### src/rtl/resp_merger.sv
// resp_merger: merges memory and peripheral response streams back into
// request order using a 1-bit order FIFO that records each request's destination.
module resp_merger #(
   parameter int unsigned p_depth = 4,
   parameter int unsigned p_msg_w = 32
) (
   input  logic                       clk,
   input  logic                       rst,

   input  logic                       req_xfer,
   input  logic                       req_dst,
   output logic                       req_ok,

   input  logic                       memory_val,
   output logic                       memory_rdy,
   input  logic [p_msg_w-1:0]         memory_msg,

   input  logic                       peripheral_val,
   output logic                       peripheral_rdy,
   input  logic [p_msg_w-1:0]         peripheral_msg,

   output logic                       resp_val,
   input  logic                       resp_rdy,
   output logic [p_msg_w-1:0]         resp_msg,

   output logic [$clog2(p_depth):0]   outstanding,
   output logic                       ovf
);

   localparam int unsigned PW = $clog2(p_depth);
   localparam int unsigned CW = PW + 1;

   logic [p_depth-1:0] order_q;
   logic [PW-1:0]      wr_ptr;
   logic [PW-1:0]      rd_ptr;
   logic [CW-1:0]      count;
   logic               ovf_q;

   logic               nonempty;
   logic               head;
   logic               push;
   logic               pop;

   assign nonempty    = (count != '0);
   assign head        = order_q[rd_ptr];
   assign req_ok      = (count < CW'(p_depth));
   assign push        = req_xfer & req_ok;
   assign pop         = resp_val & resp_rdy;
   assign outstanding = count;
   assign ovf         = ovf_q;

   // Route the head-selected source to the core; the other source is held off.
   always_comb begin
      resp_val       = 1'b0;
      resp_msg       = memory_msg;
      memory_rdy     = 1'b0;
      peripheral_rdy = 1'b0;
      if (nonempty) begin
         if (head) begin
            resp_val       = peripheral_val;
            resp_msg       = peripheral_msg;
            peripheral_rdy = resp_rdy;
         end else begin
            resp_val       = memory_val;
            memory_rdy     = resp_rdy;
         end
      end
   end

   // Order FIFO pointers, occupancy and sticky overflow flag.
   always_ff @(posedge clk) begin
      if (rst) begin
         wr_ptr <= '0;
         rd_ptr <= '0;
         count  <= '0;
         ovf_q  <= 1'b0;
      end else begin
         if (push) begin
            wr_ptr <= wr_ptr + PW'(1);
         end
         if (pop) begin
            rd_ptr <= rd_ptr + PW'(1);
         end
         if (push && !pop) begin
            count <= count + CW'(1);
         end else if (pop && !push) begin
            count <= count - CW'(1);
         end
         if (req_xfer && !req_ok) begin
            ovf_q <= 1'b1;
         end
      end
   end

   // Destination storage; entries are only meaningful while tracked, so no reset.
   always_ff @(posedge clk) begin
      if (!rst && push) begin
         order_q[wr_ptr] <= req_dst;
      end
   end

endmodule

### config.mk
export PLATFORM = sky130hd
export DESIGN_NAME = resp_merger
export DESIGN_NICKNAME = d
export VERILOG_FILES = /design/src/rtl/resp_merger.sv
export SDC_FILE = /design/constraint.sdc
export NUM_CORES = 1
export LEC_CHECK = 0
export BUFFER_PORTS_ARGS = -buffer_cell sky130_fd_sc_hd__buf_2
export CAP_MARGIN = 20
export CORE_UTILIZATION = 37
export CTS_BUF_LIST = sky130_fd_sc_hd__clkbuf_4 sky130_fd_sc_hd__clkbuf_8 sky130_fd_sc_hd__clkbuf_16
export DETAILED_ROUTE_END_ITERATION = 7
export PLACE_DENSITY = 0.92
export REMOVE_ABC_BUFFERS = 1
export SYNTH_ARGS = -nofsm -noshare
export SYNTH_HDL_FRONTEND = slang
export SYNTH_SLANG_ARGS = --single-unit
### constraint.sdc
create_clock -name clk -period 5.3 [get_ports clk]
set_clock_uncertainty 0.05 [all_clocks]
set_input_delay 0.265 -clock clk [delete_from_list [all_inputs] [get_ports clk]]
set_output_delay 0.265 -clock clk [all_outputs]
set_load 0.02 [all_outputs]
; Word-level counts from Yosys, hierarchy flattened
; Cells that the tools add are included.
[word_totals]
input_bits = 71
wordCells = 41
ff_bits = 12
[classes]
n_reduce_logical = 11
muxes = 15
n_bitwise = 2
n_addsub = 4
order_cmp = 4
[op_table]
columns = op, count
row1 = 32-bit 2-to-1 mux, 2
row2 = 1-bit 2-to-1 mux, 8
row3 = "2-bit by 3-bit < comparator with 1-bit output, second input constant", 2
row4 = 3-bit 2-to-1 mux, 2
row5 = 1-bit logical AND, 5
row6 = "2-bit by 1-bit adder with 2-bit output, second input constant", 2
row7 = 4-bit bitwise mux, 1
row8 = 1-bit logical NOT, 4
row9 = "3-bit by 1-bit adder with 3-bit output, second input constant", 1
row10 = "3-bit < comparator, second input constant", 1
row11 = 3-bit nonzero test, 1
row12 = "3-bit by 1-bit subtractor with 3-bit output, second input constant", 1
row13 = 1-bit bitwise AND, 2
row14 = 1-bit binary-select mux with 2-bit select, 1
row15 = 1-bit demux with 2-bit select, 1
row16 = "2-bit by 1-bit >= comparator with 1-bit output, second input constant", 1
row17 = 2-bit nonzero test, 1

; Depth between registers and ports, before layout
; Gate-level depths: netlist of the first run.
[logic_depth]
word_depth = 8
ltp_mapped = 9
mapped_depth_nobuf = 9

; Worst setup path after synthesis of the first run
; OpenSTA, ideal clock, no wires.
[synth_path]
path_type = reg2reg
start = register rd_ptr[0]
end = register count[2] (netlist: outstanding[2])
n_path_buf = 0
t_arrival_ns = 2.376
required_time_ns = 5.180
path_stages_with_launch = 10
slack_ns = 2.804
path_cell_list = dfxtp_1 > mux4_2 > mux2i_2 > inv_1 > ha_1 > inv_1 > fa_1 > xor2_1 > or3_1 > a21oi_1
[synth_between]
elab_chain_cells = 8
elab_cells_between_ends = 10
classes_between = mux (5) / bitwise (1) / reduce/logical (4)
[synth_rtl]
columns = element, line
row1 = start: declaration, 35  ; logic [PW-1:0] rd_ptr;
row2 = start signal: assignment, 82  ; rd_ptr <= rd_ptr + PW'(1);
row3 = 1-bit binary-select mux with 2-bit select (*), 45  ; assign head = order_q[rd_ptr];
row4 = 1-bit 2-to-1 mux (implied by the code) (*), 45
row5 = 1-bit 2-to-1 mux (*), 59  ; if (head) begin
row6 = 1-bit 2-to-1 mux (*), 58  ; if (nonempty) begin
row7 = 1-bit bitwise AND (*), 48  ; assign pop = resp_val & resp_rdy;
row8 = 1-bit logical NOT, 84  ; if (push && !pop) begin
row9 = 1-bit logical AND, 84
row10 = 3-bit 2-to-1 mux or 2-bit nonzero test (tied branches), --
row11 = end signal: assignment, 85  ; count <= count + CW'(1);
row12 = end signal: assignment, 87  ; count <= count - CW'(1);
row13 = end: declaration, 36  ; logic [CW-1:0] count;
; Mark *: on every way between the ends. The rest lies on a longest branch, timed or not. The select of a mux whose other input is x is not followed.
; A chain may end at the register's enable or synchronous reset.

; Worst setup path in the final report of the first run
[layout_path]
start = register rd_ptr[0]
end = output port resp_msg[13]
[layout_between]
elab_chain_cells = 4
[layout_rtl]
columns = element, line
row1 = 1-bit binary-select mux with 2-bit select, 45
row2 = 1-bit 2-to-1 mux (implied by the code), 45
row3 = 32-bit 2-to-1 mux, 59
row4 = 32-bit 2-to-1 mux, 58
row5 = end: declaration, 24  ; output logic [p_msg_w-1:0] resp_msg,
; Every way passes these cells. The select of a mux whose other input is x is not followed.

==> flow_summary.ini, run 1 <==
[die]
pin_count = 111
fp.dieW_um = 54.6
num_rows = 18
core_area_um2 = 2540
dieArea_um2 = 2980
die_h_um = 54.6
initial_core_util = 0.402

[worst_setup_path]
cp-end-kind = output port
critPathTopFamily = multiplexers
critPathRequiredTime_ns = 4.99
arrival_ns = 2.37
critPathSlowestCell = mux4_2
cp_max_fo = 32
setup.worst_path.class = flop to output port
start_kind = flop
critPathBufInv = 1
crit_chain = mux4_2, nand2_2, mux2_2, buf_2
slowest_delay_ns = 0.60

[clock_tree]
cts_inserted_buffers = 3
holdBufCountCts = 0
cts_htree_levels = 1
post_cts_buffers = 0
cts-root-buf = clkbuf_4
cts_resized = 0
insertion_delay_ns = 0.26
clk_pin_slew_ns = 0.06
cts_sinks = 12
clk_path_buf_depth = 2
cts_tree = built

[synthesis]
synthCells = 97
synth-edff-count = 4
syn_area_per_cell_um2 = 10.5
netlist_area_um2 = 1020
ys_seq_elements = 12
async_flop_share = 0
yosysTopAreaCell = mux2_2
synth.top_cell.area_share = 0.341
yosysSeqAreaShare = 0.274
ys_types = 26
synthTopCellsByArea = mux2_2 (34%), dfxtp_1 (16%), edfxtp_1 (12%)
synthFlopType = dfxtp_1
yosys_warnings = 0

[finish]
final_cell_mix = buf_2 (110), mux2_2 (31), nor2_1 (8), dfxtp_1 (8), inv_1 (6)
nFillCells = 226
final_core_util = 0.637
instances_no_fill = 237
diodes = 0
drive_gt1_frac = 0.715
final_common_cell = buf_2
final_nets = 285
final_area_um2 = 1620
area_growth_pct = 58.5

[global_route]
grt_pass1_vias = 903
grt_max_degree = 33
antenna_found_initial = 0
grtUsageTotal = 0.163
grt_pass1_wl_mm = 3.55
overflow = 0

[routing]
wl_mm = 2.93
vias_per_cell = 4.73
ant_nets = 0
first_pass_iters = 2
drc = 0
dr.first_iter.drc_count = 2
wl_per_cell_um = 12.3
vias = 1120

[sta]
hold_viol_final = 0
fin_crit_sh = 0.506
min_period_ns = 2.68
slew_headroom = 0.554
max_freq_mhz = 373
fin_setup_tns_ns = 0
tightest_slew_ns = 0.666
setup_viol = 0
slew_viol_final = 0
whs_ns = 0.185
rsz0062_at_grt = no

[power_and_ir_drop]
peakVddDrop_uv = 314
power.density_nw_per_um2 = 401
power_frac_seq = 0.208
p_switching_uw = 295
p_int_uw = 354
p_leak_uw = 0.000846
swShare = 0.454
comb_power_share = 0.688
p_clk_frac = 0.104

[placement]
dpl.hpwl_mm = 2.61
io_buffers = 110
place.gp.congestion = 0.746
dp_cells = 233
place_area_um2 = 1580

[run_status]
status = complete, no violations

[job]
cap_violations = 0

[worst_hold_path]
hold_path_class = primary input to flop
## Yosys cell counts (all sizes together) (2+ instances only)
cell / count
mux2i: 2
mux2: 33
edfxtp: 4
o311ai: 2
buf: 3
xnor2: 2
a21oi: 4
inv: 6
nor2: 8
ha: 5
and2: 5
nor2b: 2
nand2: 2
xor2: 2
or3: 2
dfxtp: 8
## cells by family (layout without fill, tap and decap cells)
group	after synthesis	count (layout)	share of synthesized area
simple gates	21	21	0.105
flops	12	12	0.274
compound gates	8	8	0.0490
mux	36	36	0.409
xor+xnor	4	4	0.0343
buf+inv	10	120	0.0477
fa+ha+maj	6	6	0.0808
## flip-flops by register name, summed over array words and instances (netlist names)
name / count
rd_ptr: 2
ovf: 1
order_q: 4
wr_ptr: 2
outstanding: 3
## power by group through the flow
| stage | Clock [µW] | Sequential [µW] | Combinational, µW |
|---|---|---|---|
| final | 67.5 | 135 | 447 |
| after global routing | 75.7 | 139 | 480 |
| after CTS | 68.8 | 135 | 452 |
| after detailed placement | 0 | 137 | 450 |
| after global placement | 0 | 135 | 443 |
| after floorplan | 0 | 144 | 307 |
## routing by layer
layer,global-route usage,part of all wire,vias to the layer above
li1,-,-,564
met1,0.139,0.33,509
met2,0.362,0.57,47
met3,0.0500,0.11,0
met4,0.0128,0,0
met5,0,0,-
## final timing paths
| path | startpoint | end | slack, ns | depth (start not counted) |
|---|---|---|---|---|
| max reg2reg | rd_ptr[0] | outstanding[2] | 2.65 | 9 |
| min reg2reg | ovf | ovf | 0.44 | 2 |
| min | req_dst | order_q[1] | 0.18 | 1 |
| max | rd_ptr[0] | resp_msg[13] | 2.62 | 4 |
## metrics by stage
| stage | total power (µW) | setup slack, ns |
|---|---|---|
| 5_1_grt | 695 | 2.44 |
| 3_5_place_dp | 587 | 2.65 |
| 4_1_cts | 656 | 2.59 |
| 3_3_place_gp | 578 | 2.74 |
| 6_report | 649 | 2.62 |
| 2_1_floorplan | 451 | 2.80 |
## area by class of cell
type                    instances  area (µm²)  share of cell area
multi-input cells              75         693               0.428
inverters                       6        22.5              0.0139
flip-flops and latches         12         280               0.173
clock buffers                   4        36.3              0.0224
well taps                      30        37.5              0.0232
repair buffers                110         551               0.340
Note: power is estimated with default switching activity, not from simulation.
==> run 2, diff against run 1 <==
CORE_UTILIZATION = 34   (was 37)
PLACE_DENSITY = 0.86   (was 0.92)
clock period = 2.7 ns   (was 5.3 ns; I/O delays follow)
==> run 2 against run 1 <==
The flow now finishes with violations (design-rule violations). Count of clock-buffer cells in the layout stayed put. Power increased by 98%. Combinational power up 100%. Worst hold slack got worse by 0.15 ns. Global-route usage rose by 1.1 points. Sequential cell count stayed put. First-iteration DRC count grew to 29 times the previous value. Routed wire length rose by 1.7%. Die area is 8.5% higher. Sequential share of layout area fell by 0.12 points. Register-to-register slack got worse by 2.5 ns. Critical path depth up 5.
==> flow_summary.ini, run 2 (synthesis gave the netlist of run 1 again) <==
[run_status]
status = finished with violations
violations = design-rule violations

[routing]
met3WireLength_um = 255
wl_mm = 2.98
dr.max_layer_used = met4
wl_per_cell_um = 12.3
vias = 1139
dr_wl_met2_mm = 1.67
dr.first_iter.drc_count = 58
vias_per_cell = 4.73
ant_nets = 0
met1_length_mm = 1.04
drc = 20
first_pass_iters = 6

[worst_setup_path]
path_common_cell = inv_1
critPathRequiredTime_ns = 2.85
cp_max_fo = 4
reg2reg_from = rd_ptr[0]
slowest_delay_ns = 0.56
arrival_ns = 2.71
setup.worst_path.class = flop to flop
cp-end-kind = flop
crit_chain = mux4_2, mux2i_2, inv_1, ha_1, inv_1, fa_1, xor2_1, or3_1, a21oi_1
critPathSlowestCell = mux4_2
start_kind = flop
crit_path_start = rd_ptr[0]

[finish]
drive_gt1_frac = 0.724
instances_no_fill = 241
area_growth_pct = 60.3
final_nets = 288
regMostFlops = order_q
diodes = 0
final_common_cell = buf_2
largest_reg_flops = 4
final_cell_mix = buf_2 (110), mux2_2 (31), nor2_1 (8)

[global_route]
grt_pass1_vias = 1061
antenna_found_initial = 0
grt_pass1_wl_mm = 4.51
grt_max_degree = 33
overflow = 0
grtUsageTotal = 0.175

[sta]
rsz0062_at_grt = no
hold_viol_final = 0
max_freq_mhz = 391
slew_viol_final = 0
fin_setup_tns_ns = 0
setup_viol = 0
min_period_ns = 2.56
fin_crit_sh = 0.947
slew_headroom = 0.739
tightest_slew_ns = 0.386

[clock_tree]
cts_tree = built
cts-root-buf = clkbuf_4
cts_sinks = 12
clk_path_buf_depth = 2
clk_pin_slew_ns = 0.07
holdBufCountCts = 0
insertion_delay_ns = 0.26
cts_inserted_buffers = 3
cts_htree_levels = 1

[die]
initial_core_util = 0.364
fp.dieW_um = 56.8
die_h_um = 56.8
num_rows = 19
dieArea_um2 = 3230
pin_count = 111
core_area_um2 = 2810

[placement]
place.gp.congestion = 0.769
dp_cells = 235
io_buffers = 110
dpl.hpwl_mm = 2.52

[job]
cap_violations = 0

[power_and_ir_drop]
power.density_nw_per_um2 = 784
peakVddDrop_uv = 566
p_leak_uw = 0.000858

[worst_hold_path]
hold_path_class = primary input to flop
min_from = req_dst
## run 2: what timing repair did
item	CTS	global route
setup buffers	0	2
resized for setup	0	1
setup endpoints to repair	0	1
## run 2: routing by layer
metal | vias to the layer above | global-route usage
met2 | 51 | 0.372
met5 | - | 0
met4 | 0 | 0.0209
met3 | 2 | 0.0323
met1 | 517 | 0.174
li1 | 569 | -
## run 2: area by class of cell
cell class                 instances  area (µm²)
fill                             273        1170
sequential                        12         282
tap                               31        38.8
clock buffer                       4        30.0
multi-input combinational         75         693
timing repair buffer             113         573
inverter                           6        22.5
## run 2: where the power goes
part	switching, µW	leakage, µW	internal (µW)
Sequential	44.0	0.000102	223
Combinational	488	0.000737	408
Clock	55.6	0.0000184	67.1
## run 2: worst max-delay path: cells and delay by family, from the launching register on
| family | cells | cell delay, ns |
|---|---|---|
| DFF | 1 | 0.38 |
| xor gates and xnor gates | 1 | 0.16 |
| muxes | 2 | 0.77 |
| AOI/OAI and AO/OA | 1 | 0.14 |
| and+or+nand+nor | 1 | 0.31 |
| buffers and inverters | 2 | 0.15 |
| adders and majority gates | 2 | 0.54 |
## run 2: path summary, 6_finish.rpt
check,end,slack [ns],depth (start not counted)
max,outstanding[2],0.14,9
min,order_q[2],0.03,1
max reg2reg,outstanding[2],0.14,9
min reg2reg,ovf,0.43,2
## run 2: per-stage QoR
stage,hold WS (ns),cell area (µm²),utilization,setup slack (ns),total power [µW]
global route,0.0410,1640,0.584,0.00399,1370
detailed placement,0.309,1590,0.568,0.0606,1160
floorplan,0.154,996,-,0.204,885
global placement,0.312,1590,0.568,0.136,1140
finish,0.0349,1640,0.584,0.143,1290
CTS,0.0336,1620,0.579,0.0254,1280
==> run 3, diff against run 2 <==
PLACE_DENSITY = unset   (was 0.86)
PLACE_DENSITY_LB_ADDON = 0.1   (was unset)
==> run 3 against run 2 <==
The run still ends with design-rule violations left. Die area is the same. Setup slack worse by 0.022 ns. Count of clock-buffer cells in the layout stayed put. Worst hold slack got worse by 0.0010 ns. Cell count shrank 0.41%. Final area grew 0.99%. Utilization increased by 0.58 points. Power rose by 3.2%. Clock power increased by 16%. Register-to-register slack worse by 0.02 ns. First-iteration DRC count rose by 5.2%. Sequential cell count did not move. Largest power group unchanged. Highest routed layer unchanged.
==> flow_summary.ini, run 3 (synthesis gave the netlist of run 1 again) <==
[run_status]
status = finished with violations
violations = design-rule violations

[worst_setup_path]
r2r_cells = 9
critPathTopFamily = multiplexers
cp_max_fo = 4
start_kind = flop
crit_chain = mux4_2, mux2i_2, inv_1, ha_2, inv_1, fa_1, xor2_1, or3_1, a21oi_1
critPathSlowestCell = mux4_2
cp-end-kind = flop
arrival_ns = 2.73
setup.worst_path.class = flop to flop
path_common_cell = inv_1
critPathRequiredTime_ns = 2.85
slowest_delay_ns = 0.53
path_depth = 9
critPathBufInv = 2

[power_and_ir_drop]
power.density_nw_per_um2 = 801
peakVddDrop_uv = 418
total_power_uw = 1330
swShare = 0.451
p_int_uw = 729
p_switching_uw = 598
p_clk_frac = 0.108
p_leak_uw = 0.000860
comb_power_share = 0.689
power_frac_seq = 0.203

[routing]
wl_per_cell_um = 12.5
vias_per_cell = 4.73
ant_nets = 0
vias = 1135
first_pass_iters = 6
wl_mm = 3.00
drc = 20
dr.first_iter.drc_count = 61

[die]
pin_count = 111
die_h_um = 56.8
initial_core_util = 0.364
fp.dieW_um = 56.8
core_area_um2 = 2810
dieArea_um2 = 3230
num_rows = 19

[placement]
dpl.hpwl_mm = 2.51
place.gp.congestion = 0.725
io_buffers = 110

[finish]
final_nets = 287
area_growth_pct = 61.9
largest_reg_flops = 4
diodes = 0
final_cell_mix = buf_2 (110), mux2_2 (31), nor2_1 (8)
final_common_cell = buf_2
drive_gt1_frac = 0.727
regMostFlops = order_q

[clock_tree]
clk_pin_slew_ns = 0.08
clk_path_buf_depth = 2
cts_sinks = 12
cts_tree = built
insertion_delay_ns = 0.27
holdBufCountCts = 0
cts_inserted_buffers = 3
cts_htree_levels = 1
cts-root-buf = clkbuf_4

[global_route]
grtUsageTotal = 0.172
grt_max_degree = 20
grt_pass1_vias = 1043
grt_pass1_wl_mm = 4.42
overflow = 0
antenna_found_initial = 0

[worst_hold_path]
whs_path_depth = 1
hold_path_class = primary input to flop

[sta]
fin_crit_sh = 0.955
max_freq_mhz = 388
fin_setup_tns_ns = 0
slew_viol_final = 0
slew_headroom = 0.720
rsz0062_at_grt = no
hold_viol_final = 0
min_period_ns = 2.58
tightest_slew_ns = 0.415
setup_viol = 0

[job]
cap_violations = 0
[run 3: power by group through the flow]
stage	Combinational (µW)	Sequential, µW	Clock [µW]
floorplan	603	282	0
global placement	890	266	0
detailed placement	910	272	0
CTS	920	268	146
global route	974	276	158
finish	914	270	143
[run 3: metal layers]
layer / wire, µm / up-vias / share of wire / GRT usage
met5: 0 / - / 0 / 0
met1: 1120 / 504 / 0.37 / 0.182
met2: 1590 / 56 / 0.53 / 0.337
li1: - / 569 / - / -
met4: 34 / 0 / 0.011 / 0.0627
met3: 256 / 6 / 0.085 / 0.0253
[run 3: worst register-to-register path: cells and delay by family, from the launching register on]
family | cells | cell delay, ns
muxes | 2 | 0.74
xor gates and xnor gates | 1 | 0.17
DFF | 1 | 0.37
adders and majority gates | 2 | 0.57
and+or+nand+nor | 1 | 0.31
AOI/OAI and AO/OA | 1 | 0.16
buffers and inverters | 2 | 0.16
[run 3: cell type report]
| cell class | count | area [µm²] |
|---|---|---|
| tap | 31 | 38.8 |
| fill | 270 | 1150 |
| timing repair buffer | 112 | 578 |
| clock buffer | 4 | 36.3 |
| inverter | 6 | 22.5 |
| sequential | 12 | 284 |
| multi-input combinational | 75 | 696 |
[run 3: timing repair]
item	in CTS	in global routing
setup buffers	1	0
resized for setup	0	3
endpoints found under the setup margin	1	10
[run 3: through the flow]
| step | hold slack (ns) | utilization | cell area [µm²] | worst slack, ns | std cells |
|---|---|---|---|---|---|
| finish | 0.0339 | 0.590 | 1660 | 0.121 | 240 |
| global placement | 0.306 | 0.572 | 1610 | 0.137 | 235 |
| floorplan | 0.154 | - | 996 | 0.204 | 93 |
| global route | 0.0182 | 0.590 | 1660 | 0.00521 | 240 |
| CTS | 0.0309 | 0.588 | 1650 | 0.0444 | 240 |
| detailed placement | 0.318 | 0.572 | 1610 | 0.0314 | 235 |
[run 3: path summary, 6_finish.rpt]
path                                start             end  slack (ns)
worst max-delay path            rd_ptr[0]  outstanding[2]        0.12
worst min register to register        ovf             ovf        0.43
worst max register to register  rd_ptr[0]  outstanding[2]        0.12
worst min-delay path              req_dst      order_q[2]        0.03
